[src/rtl/cla_pipe_adder_pkg.sv]
// Shared definitions for the pipelined carry-lookahead adder.
//   DEFAULT_WIDTH / DEFAULT_GROUP : default operand width and lookahead group size
//   NUM_GROUPS                    : group count for the default configuration
//   pg_t                          : group propagate/generate pair
//   num_groups()                  : group count for an arbitrary configuration
package cla_pipe_adder_pkg;

    localparam int DEFAULT_WIDTH = 16;
    localparam int DEFAULT_GROUP = 4;
    localparam int NUM_GROUPS    = DEFAULT_WIDTH / DEFAULT_GROUP;

    typedef struct packed {
        logic p;
        logic g;
    } pg_t;

    function automatic int num_groups(input int width, input int group);
        return width / group;
    endfunction

endpackage

[src/rtl/cla_pipe_adder_if.sv]
// Valid/ready bus of the pipelined adder, input and output side together.
//   in_valid/in_ready   : input handshake, qualifies a, b, c_in
//   out_valid/out_ready : output handshake, qualifies sum, c_out, ovf
//   master modport      : the upstream/downstream side (drives operands, consumes results)
//   slave modport       : the adder itself
interface cla_pipe_adder_if
    import cla_pipe_adder_pkg::*;
#(
    parameter int WIDTH = DEFAULT_WIDTH
) ();

    logic             in_valid;
    logic             in_ready;
    logic [WIDTH-1:0] a;
    logic [WIDTH-1:0] b;
    logic             c_in;
    logic             out_valid;
    logic             out_ready;
    logic [WIDTH-1:0] sum;
    logic             c_out;
    logic             ovf;

    modport master (
        output in_valid, a, b, c_in, out_ready,
        input  in_ready, out_valid, sum, c_out, ovf
    );

    modport slave (
        input  in_valid, a, b, c_in, out_ready,
        output in_ready, out_valid, sum, c_out, ovf
    );

endinterface

[src/rtl/cla_pipe_adder_group_pg.sv]
// Combinational group propagate/generate for one lookahead group.
//   p  : per-bit propagate (a ^ b) of the group
//   g  : per-bit generate (a & b) of the group
//   pg : group P (all bits propagate) and group G (carry produced out of the group
//        assuming a zero carry-in)
module cla_group_pg
    import cla_pipe_adder_pkg::*;
#(
    parameter int GROUP = DEFAULT_GROUP
) (
    input  logic [GROUP-1:0] p,
    input  logic [GROUP-1:0] g,
    output pg_t              pg
);

    logic gen;

    always_comb begin
        gen = 1'b0;
        // Walk from LSB upward: a carry produced at bit i survives if every higher bit propagates.
        for (int i = 0; i < GROUP; i++) begin
            gen = g[i] | (p[i] & gen);
        end
        pg.p = &p;
        pg.g = gen;
    end

endmodule

[src/rtl/cla_pipe_adder.sv]
// Two-stage pipelined carry-lookahead adder with valid/ready on both sides.
//   clk : rising-edge clock
//   rst : synchronous active-high reset, flushes both stages
//   bus : cla_pipe_adder_if slave (in_valid/in_ready/a/b/c_in in,
//         out_valid/out_ready/sum/c_out/ovf out)
// Stage 1 registers per-bit p/g, group P/G and c_in. Stage 2 runs the group carry
// chain, expands intra-group carries and registers sum/c_out/ovf.
// Ready is a combinational chain from out_ready back to in_ready, so a full pipe
// still accepts one input in any cycle where the output is consumed.
module cla_pipe_adder
    import cla_pipe_adder_pkg::*;
#(
    parameter int WIDTH = DEFAULT_WIDTH,
    parameter int GROUP = DEFAULT_GROUP
) (
    input  logic             clk,
    input  logic             rst,
    cla_pipe_adder_if.slave  bus
);

    localparam int NGROUPS = num_groups(WIDTH, GROUP);

    generate
        if (WIDTH % GROUP != 0) begin : g_bad_width
            $error("cla_pipe_adder: WIDTH must be a multiple of GROUP");
        end
    endgenerate

    // ---------------- handshake ----------------
    logic s1_valid_reg;
    logic s2_valid_reg;
    logic s1_ready;
    logic s2_ready;
    logic in_fire;

    assign s2_ready     = !s2_valid_reg | bus.out_ready;
    assign s1_ready     = !s1_valid_reg | s2_ready;
    assign bus.in_ready = s1_ready;
    assign in_fire      = bus.in_valid & s1_ready;

    // ---------------- stage 1: propagate / generate ----------------
    logic [WIDTH-1:0]         p_next;
    logic [WIDTH-1:0]         g_next;
    pg_t  [NGROUPS-1:0]       grp_pg_next;

    assign p_next = bus.a ^ bus.b;
    assign g_next = bus.a & bus.b;

    generate
        for (genvar gi = 0; gi < NGROUPS; gi++) begin : g_grp
            cla_group_pg #(
                .GROUP (GROUP)
            ) u_pg (
                .p  (p_next[gi*GROUP +: GROUP]),
                .g  (g_next[gi*GROUP +: GROUP]),
                .pg (grp_pg_next[gi])
            );
        end
    endgenerate

    logic [WIDTH-1:0]   s1_p_reg;
    logic [WIDTH-1:0]   s1_g_reg;
    logic               s1_c_in_reg;
    pg_t  [NGROUPS-1:0] s1_pg_reg;

    // ---------------- stage 2: carry chain and sum ----------------
    logic [WIDTH:0]   carry;
    logic [WIDTH-1:0] sum_next;
    logic             c_out_next;
    logic             ovf_next;

    always_comb begin
        logic gc;
        logic cc;
        int   idx;
        carry = '0;
        gc    = s1_c_in_reg;
        for (int gr = 0; gr < NGROUPS; gr++) begin
            // Bit carries inside a group start from the group carry-in only, so the
            // ripple here never spans more than GROUP bits.
            cc = gc;
            for (int j = 0; j < GROUP; j++) begin
                idx        = gr * GROUP + j;
                carry[idx] = cc;
                cc         = s1_g_reg[idx] | (s1_p_reg[idx] & cc);
            end
            gc = s1_pg_reg[gr].g | (s1_pg_reg[gr].p & gc);
        end
        carry[WIDTH] = gc;
        sum_next     = s1_p_reg ^ carry[WIDTH-1:0];
        c_out_next   = carry[WIDTH];
        // Signed overflow: carry into the sign bit differs from carry out of it.
        ovf_next     = carry[WIDTH] ^ carry[WIDTH-1];
    end

    logic [WIDTH-1:0] sum_reg;
    logic             c_out_reg;
    logic             ovf_reg;

    // ---------------- pipeline registers ----------------
    always_ff @(posedge clk) begin
        if (rst) begin
            s1_valid_reg <= 1'b0;
            s1_p_reg     <= '0;
            s1_g_reg     <= '0;
            s1_c_in_reg  <= 1'b0;
            s1_pg_reg    <= '0;
            s2_valid_reg <= 1'b0;
            sum_reg      <= '0;
            c_out_reg    <= 1'b0;
            ovf_reg      <= 1'b0;
        end else begin
            if (s1_ready) begin
                s1_valid_reg <= bus.in_valid;
                if (in_fire) begin
                    s1_p_reg    <= p_next;
                    s1_g_reg    <= g_next;
                    s1_c_in_reg <= bus.c_in;
                    s1_pg_reg   <= grp_pg_next;
                end
            end
            // s2_ready low means a result is waiting on downstream: hold it untouched.
            if (s2_ready) begin
                s2_valid_reg <= s1_valid_reg;
                if (s1_valid_reg) begin
                    sum_reg   <= sum_next;
                    c_out_reg <= c_out_next;
                    ovf_reg   <= ovf_next;
                end
            end
        end
    end

    assign bus.out_valid = s2_valid_reg;
    assign bus.sum       = sum_reg;
    assign bus.c_out     = c_out_reg;
    assign bus.ovf       = ovf_reg;

endmodule

[src/flat_wrapper.sv]
// flat-port wrapper written by rule: the top's interface ports become plain ports
module cla_pipe_adder_flat import cla_pipe_adder_pkg::*;
#(
    parameter int WIDTH = DEFAULT_WIDTH,
    parameter int GROUP = DEFAULT_GROUP
)
  (clk, rst, bus_in_valid, bus_a, bus_b, bus_c_in, bus_out_ready, bus_in_ready, bus_out_valid, bus_sum, bus_c_out, bus_ovf);
  cla_pipe_adder_if #(.WIDTH(WIDTH)) bus_i ();
  input  logic clk;
  input  logic rst;
  input wire logic [$bits(bus_i.in_valid)-1:0] bus_in_valid;
  input wire logic [$bits(bus_i.a)-1:0] bus_a;
  input wire logic [$bits(bus_i.b)-1:0] bus_b;
  input wire logic [$bits(bus_i.c_in)-1:0] bus_c_in;
  input wire logic [$bits(bus_i.out_ready)-1:0] bus_out_ready;
  output wire logic [$bits(bus_i.in_ready)-1:0] bus_in_ready;
  output wire logic [$bits(bus_i.out_valid)-1:0] bus_out_valid;
  output wire logic [$bits(bus_i.sum)-1:0] bus_sum;
  output wire logic [$bits(bus_i.c_out)-1:0] bus_c_out;
  output wire logic [$bits(bus_i.ovf)-1:0] bus_ovf;
  assign bus_i.in_valid = bus_in_valid;
  assign bus_i.a = bus_a;
  assign bus_i.b = bus_b;
  assign bus_i.c_in = bus_c_in;
  assign bus_i.out_ready = bus_out_ready;
  assign bus_in_ready = bus_i.in_ready;
  assign bus_out_valid = bus_i.out_valid;
  assign bus_sum = bus_i.sum;
  assign bus_c_out = bus_i.c_out;
  assign bus_ovf = bus_i.ovf;
  cla_pipe_adder #(.WIDTH(WIDTH), .GROUP(GROUP)) u_core (.clk(clk), .rst(rst), .bus(bus_i));
endmodule
[config.mk]
export PLATFORM = sky130hd
export DESIGN_NAME = cla_pipe_adder_flat
export DESIGN_NICKNAME = d
export VERILOG_FILES = /design/src/rtl/cla_pipe_adder_pkg.sv /design/src/rtl/cla_pipe_adder_if.sv /design/src/rtl/cla_pipe_adder_group_pg.sv /design/src/rtl/cla_pipe_adder.sv /design/src/flat_wrapper.sv
export SDC_FILE = /design/constraint.sdc
export NUM_CORES = 1
export LEC_CHECK = 0
export BUFFER_PORTS_ARGS = -buffer_cell sky130_fd_sc_hd__clkbuf_2
export CAP_MARGIN = 0
export CORE_MARGIN = 5
export CORE_UTILIZATION = 35
export DETAILED_ROUTE_END_ITERATION = 16
export SYNTH_ARGS = -nofsm -noshare
export SYNTH_HDL_FRONTEND = slang
export SYNTH_SLANG_ARGS = --single-unit
[constraint.sdc]
create_clock -name clk -period 2.7 [get_ports clk]
set_input_delay 0.135 -clock clk [delete_from_list [all_inputs] [get_ports clk]]
set_output_delay 0.135 -clock clk [all_outputs]
set_load 0.05 [all_outputs]
* After elaboration in Yosys (flattened, before gate mapping)
Cells that the tools add are included.
Storage, ports and cells: bits of input ports 37, bits in latches 0, memories 0, word-level logic and storage cells 87, bits in writable memories 0, memory bits (read-only) 0, flip-flop bits (word level) 60, output and inout port bits 20
Operators by class: equality and inequality tests 0, add/sub/neg operators 0, reduce and logical (&&, ||, !) cells 8, divide/modulo/power cells 0, magnitude comparators 0, multipliers 0, mux-type cells 0, shift-type cells 0, bitwise operators 63
Operators by type and width (count):
- bitwise XOR 16 bit | 2
- OR 1 bit | 30
- bitwise AND 1 bit | 29
- bitwise AND 16 bit | 1
- AND reduction 4 bit | 4
- AND reduction 2 bit | 2
- logical NOT 1 bit | 2
- bitwise XOR 1 bit | 1

* Depth between registers and ports, before layout
depth after elaboration 13, depth in mapped cells 13

* Cells and area by module
From an unflattened synthesis, not the netlist that was laid out.
Unflattened totals: cells, all modules 323, area, all modules 2608.8 µm²
Modules (own cells, without submodules):
- cla_pipe_adder | area an instance 2468.6 µm², times used 1, cells each 299
- cla_group_pg | area an instance 35.0 µm², times used 4, cells each 6

* Worst setup path before layout
No wires, ideal clock.
path type reg2reg, start reg u_core.s1_pg_reg[1] (netlist name), end reg u_core.ovf_reg, in the netlist u_core.bus.ovf, arrival 2359 ps, data required time 2577 ps, stages on the path, launching flop included 13, clock period less this slack 2482 ps, slack 218 ps, path through dfxtp_1 a21oi_1 inv_1 a21o_1 a21o_1 ha_1 or2_2 ha_1 or2_2 ha_1 nor2_1 xor2_1 a211oi_2
Between the ends: longest elaborated chain between the ends 13, elaborated cells between the ends (all ways) 15
RTL lines:
- from (decl) | line cla_pipe_adder.sv:64 | pg_t [NGROUPS-1:0] s1_pg_reg;
- from (signal assigned) | line cla_pipe_adder.sv:119 | s1_pg_reg <= grp_pg_next;
- bitwise AND 1 bit * | line cla_pipe_adder.sv:87 | gc = s1_pg_reg[gr].g | (s1_pg_reg[gr].p & gc);
- OR 1 bit * | line cla_pipe_adder.sv:87
- bitwise AND 1 bit * | line cla_pipe_adder.sv:87
- OR 1 bit * | line cla_pipe_adder.sv:87
- bitwise AND 1 bit * | line cla_pipe_adder.sv:87
- OR 1 bit * | line cla_pipe_adder.sv:87
- bitwise AND 1 bit | line cla_pipe_adder.sv:85 | cc = s1_g_reg[idx] | (s1_p_reg[idx] & cc);
- OR 1 bit | line cla_pipe_adder.sv:85
- bitwise AND 1 bit | line cla_pipe_adder.sv:85
- OR 1 bit | line cla_pipe_adder.sv:85
- bitwise AND 1 bit | line cla_pipe_adder.sv:85
- OR 1 bit | line cla_pipe_adder.sv:85
- bitwise XOR 1 bit * | line cla_pipe_adder.sv:93 | ovf_next = carry[WIDTH] ^ carry[WIDTH-1];
- to (signal assigned) | line cla_pipe_adder.sv:128 | ovf_reg <= ovf_next;
- to (decl) | line cla_pipe_adder.sv:98 | logic ovf_reg;
Mark *: on every way between the ends. The rest lies on a longest branch, timed or not. A chain may end at the register's enable or synchronous reset.

* Final worst setup path
start reg u_core.s1_c_in_reg, end reg u_core.ovf_reg, in the netlist u_core.bus.ovf
Between the ends: longest elaborated chain between the ends 13, elaborated cells between the ends (all ways) 15
RTL lines:
- from (decl) | line cla_pipe_adder.sv:63 | logic s1_c_in_reg;
- from (signal assigned) | line cla_pipe_adder.sv:118 | s1_c_in_reg <= bus.c_in;
- bitwise AND 1 bit * | line cla_pipe_adder.sv:87
- OR 1 bit * | line cla_pipe_adder.sv:87
- bitwise AND 1 bit * | line cla_pipe_adder.sv:87
- OR 1 bit * | line cla_pipe_adder.sv:87
- bitwise AND 1 bit * | line cla_pipe_adder.sv:87
- OR 1 bit * | line cla_pipe_adder.sv:87
- bitwise AND 1 bit | line cla_pipe_adder.sv:85
- OR 1 bit | line cla_pipe_adder.sv:85
- bitwise AND 1 bit | line cla_pipe_adder.sv:85
- OR 1 bit | line cla_pipe_adder.sv:85
- bitwise AND 1 bit | line cla_pipe_adder.sv:85
- OR 1 bit | line cla_pipe_adder.sv:85
- bitwise XOR 1 bit * | line cla_pipe_adder.sv:93
Marks and branches as above.

==> metrics.txt <==
status completed; post-synth top area share roughly 42%; met3 Use GR approximately 3.7%; Worst-Margin Slew slightly below 1 ns; Finish-stage setup viols 0; fin nets about 440; ranking of synthesized cells by area dfxtp_1 (42%), ha_1 (13%), nand2_1 (13%), a21oi_1 (8.9%), buf_6 (3.3%); die width just under 100 microns; Clk pwr share between 40 and 50%; post-route minimum period about 2.5 ns; wire per inst roughly 12 microns; Setup WS pre-CTS between 0.004 and 0.005 ns; share of cells above drive strength 1 28.5%; n_diodes 0; Vias/cell ~4.6; detailed router's first-iteration violation count 34; H-tree depth 3; max incr delay on CP between 0.3 and 0.4 ns; Avg Synthesized Cell Area approximately 8.5 sq um; power per cell area around 670 nW/um^2; die area 9580 sq um; Fillers around 800; Critical Path RT between 2 and 3 ns; most used routing layer in global routing met2; Period Utilization, post-route a little over nine tenths; peak supply drop about 0.00026 V; first-pass GRT wire length between 9000 and 10000 microns; Final WS setup about 0.16 ns; initial core utilization a little over a third; Post-synth ARST share 0%; Worst Path Buf+Inv 1; # DRC 0; Congestion Overflow GR 0; cell row count 32; Worst setup SP type flop; CTS tree done; first drt pass iteration count 4; relative slew slack around 34%; Crit-path slowest cell dfxtp_2; count of cell types in the netlist 30; Post-synth EDFFs 0; clk_lat worst skew ~0.34 ns; Final HPWL DP around 4000 microns; clk_skew between 0.006 and 0.007 ns; CP Capture Type flop; most frequent cell after synthesis nand2_1; Mapped Area about 2700 sq um; initial antenna violation count 0; clk sinks 57; synth cell count leaders nand2_1 (93), dfxtp_1 (57), a21oi_1 (48); internal power 1.63 mW; Pleak roughly 1.4 nW; sw frac roughly a quarter; core area 7610 sq um; Top delay family on crit path simple AND/OR/NAND/NOR gates; CTS clk-pin slew, worst paths approximately 0.060 ns; M1 GR Usage about 16%; CTS buffer count 9; Flop pwr share approximately two fifths; Syn. warnings 0; Comb pwr share 13.6%; MaxCap Viol Count 0; IO Count between 50 and 60; WS Path Type flop to flop; largest net degree at the start of global routing 46; Die H 97.9 microns; Synth area leader dfxtp_1; Final Max Tran Viols 0; Worst Hold Class input port to flop; synthesized flop and latch total 57; Setup TNS 0 ns; top_reg_cell synth dfxtp_1; RSZ-0062 raised after global routing no; Tot GR Track Use about 13%; post-route ant nets 0; Final Hold Viols 0; buffers added on ports 56; drt total wl 5690 microns; Synth Net Count around 380; vias in the first global route 2168; Placer Congestion ~0.76; CTS root buf clkbuf_8; Layout area overhead 20.6%; CTS Buffer Depth 2; Psw between 0.5 and 0.6 mW; cells along the critical path a21oi_2 > inv_1 > a21o_1 > a21o_1 > ha_1 > or2_2 > ha_1 > or2_2 > ha_2 > nor2_4 > xor2_1 > a211oi_2; arrival time at the worst endpoint roughly 2.7 ns; met2 usage between 10% and 20%; via count approximately 2.2k; Post-Syn Instances between 300 and 400; maximum operating frequency around 390 MHz; sequential area share after synthesis 42.2%; crit path max fanout 2
cells by family (layout without fill, tap and decap cells):
logic type                 count (synthesis)  after routing  share of synthesized area [%]
and+or+nand+nor                          138            138                           22.5
AOI/OAI and AO/OA                         68             68                           15.0
DFF                                       57             57                           42.2
adders and majority gates                 28             28                           13.0
buffers and inverters                     21             80                           5.69
xor gates and xnor gates                   5              5                           1.62
final cells by class:
class / instances / area [sq um] / share of cell area, %
Sequential cell: 57 / 1140 / 35.0
Timing Repair Buffer: 60 / 310 / 9.52
Inverter: 4 / 15.0 / 0.460
Clock buffer: 11 / 141 / 4.34
Clock inverter: 5 / 103 / 3.15
Tap cell: 102 / 128 / 3.91
Multi-Input combinational cell: 239 / 1420 / 43.6
cell usage in the layout (no fill, tap or decap), drive strengths merged, types with 8 or more instances in the layout:
| master | Yosys | routed |
|---|---|---|
| nand2 | 101 | 101 |
| clkbuf | 4 | 67 |
| dfxtp | 57 | 57 |
| a21oi | 56 | 56 |
| ha | 28 | 28 |
| nor2 | 14 | 14 |
| or2 | 8 | 8 |
tightest hold or removal path, cell delays in order:
cell and delay [ns]:
clkbuf_2 0.09, nand2_1 0.05, a21oi_1 0.05
worst paths after layout:
kind	from	end	slack, ns	cells after the start
setup reg to reg	u_core.s1_c_in_reg	u_core.bus.ovf	0.16	12
setup / recovery	u_core.s1_c_in_reg	u_core.bus.ovf	0.16	12
hold / removal	bus_c_in	u_core.s1_c_in_reg	0.04	3
hold reg to reg	u_core.bus.sum[7]	u_core.bus.sum[7]	0.45	2
routing by layer:
layer	share of wire, %	up-vias	wire (microns)
li1	-	1162	-
met5	0	-	0
met3	5.2	7	297
met4	1.4	0	80
met1	49	999	2790
met2	44	48	2520
metrics by stage:
stage	cell area [sq um]	power [mW]	hold WS, ns	cells	util [%]
floorplan	2700	1.15	0.264	317	-
global placement	2990	1.22	0.393	461	39.4
detailed placement	2990	1.23	0.400	461	39.4
CTS	3240	2.20	0.0364	477	42.6
global route	3260	2.28	0.0494	478	42.9
finish	3260	2.18	0.0358	478	42.9
power by group through the flow:
| stage | Sequential (mW) | Combinational, mW | Clock (mW) |
|---|---|---|---|
| 2_1_floorplan | 0.972 | 0.179 | 0 |
| 3_3_place_gp | 0.930 | 0.294 | 0 |
| 3_5_place_dp | 0.931 | 0.294 | 0 |
| 4_1_cts | 0.913 | 0.297 | 0.988 |
| 5_1_grt | 0.919 | 0.334 | 1.03 |
| 6_report | 0.913 | 0.295 | 0.970 |
repair_timing:
action,in CTS,in global routing
buffers inserted,0,1
resized for setup,1,4
endpoints found under the setup margin,2,2
pin swaps,0,4
hold buffers,0,0
(Power assumes the default switching activity.)
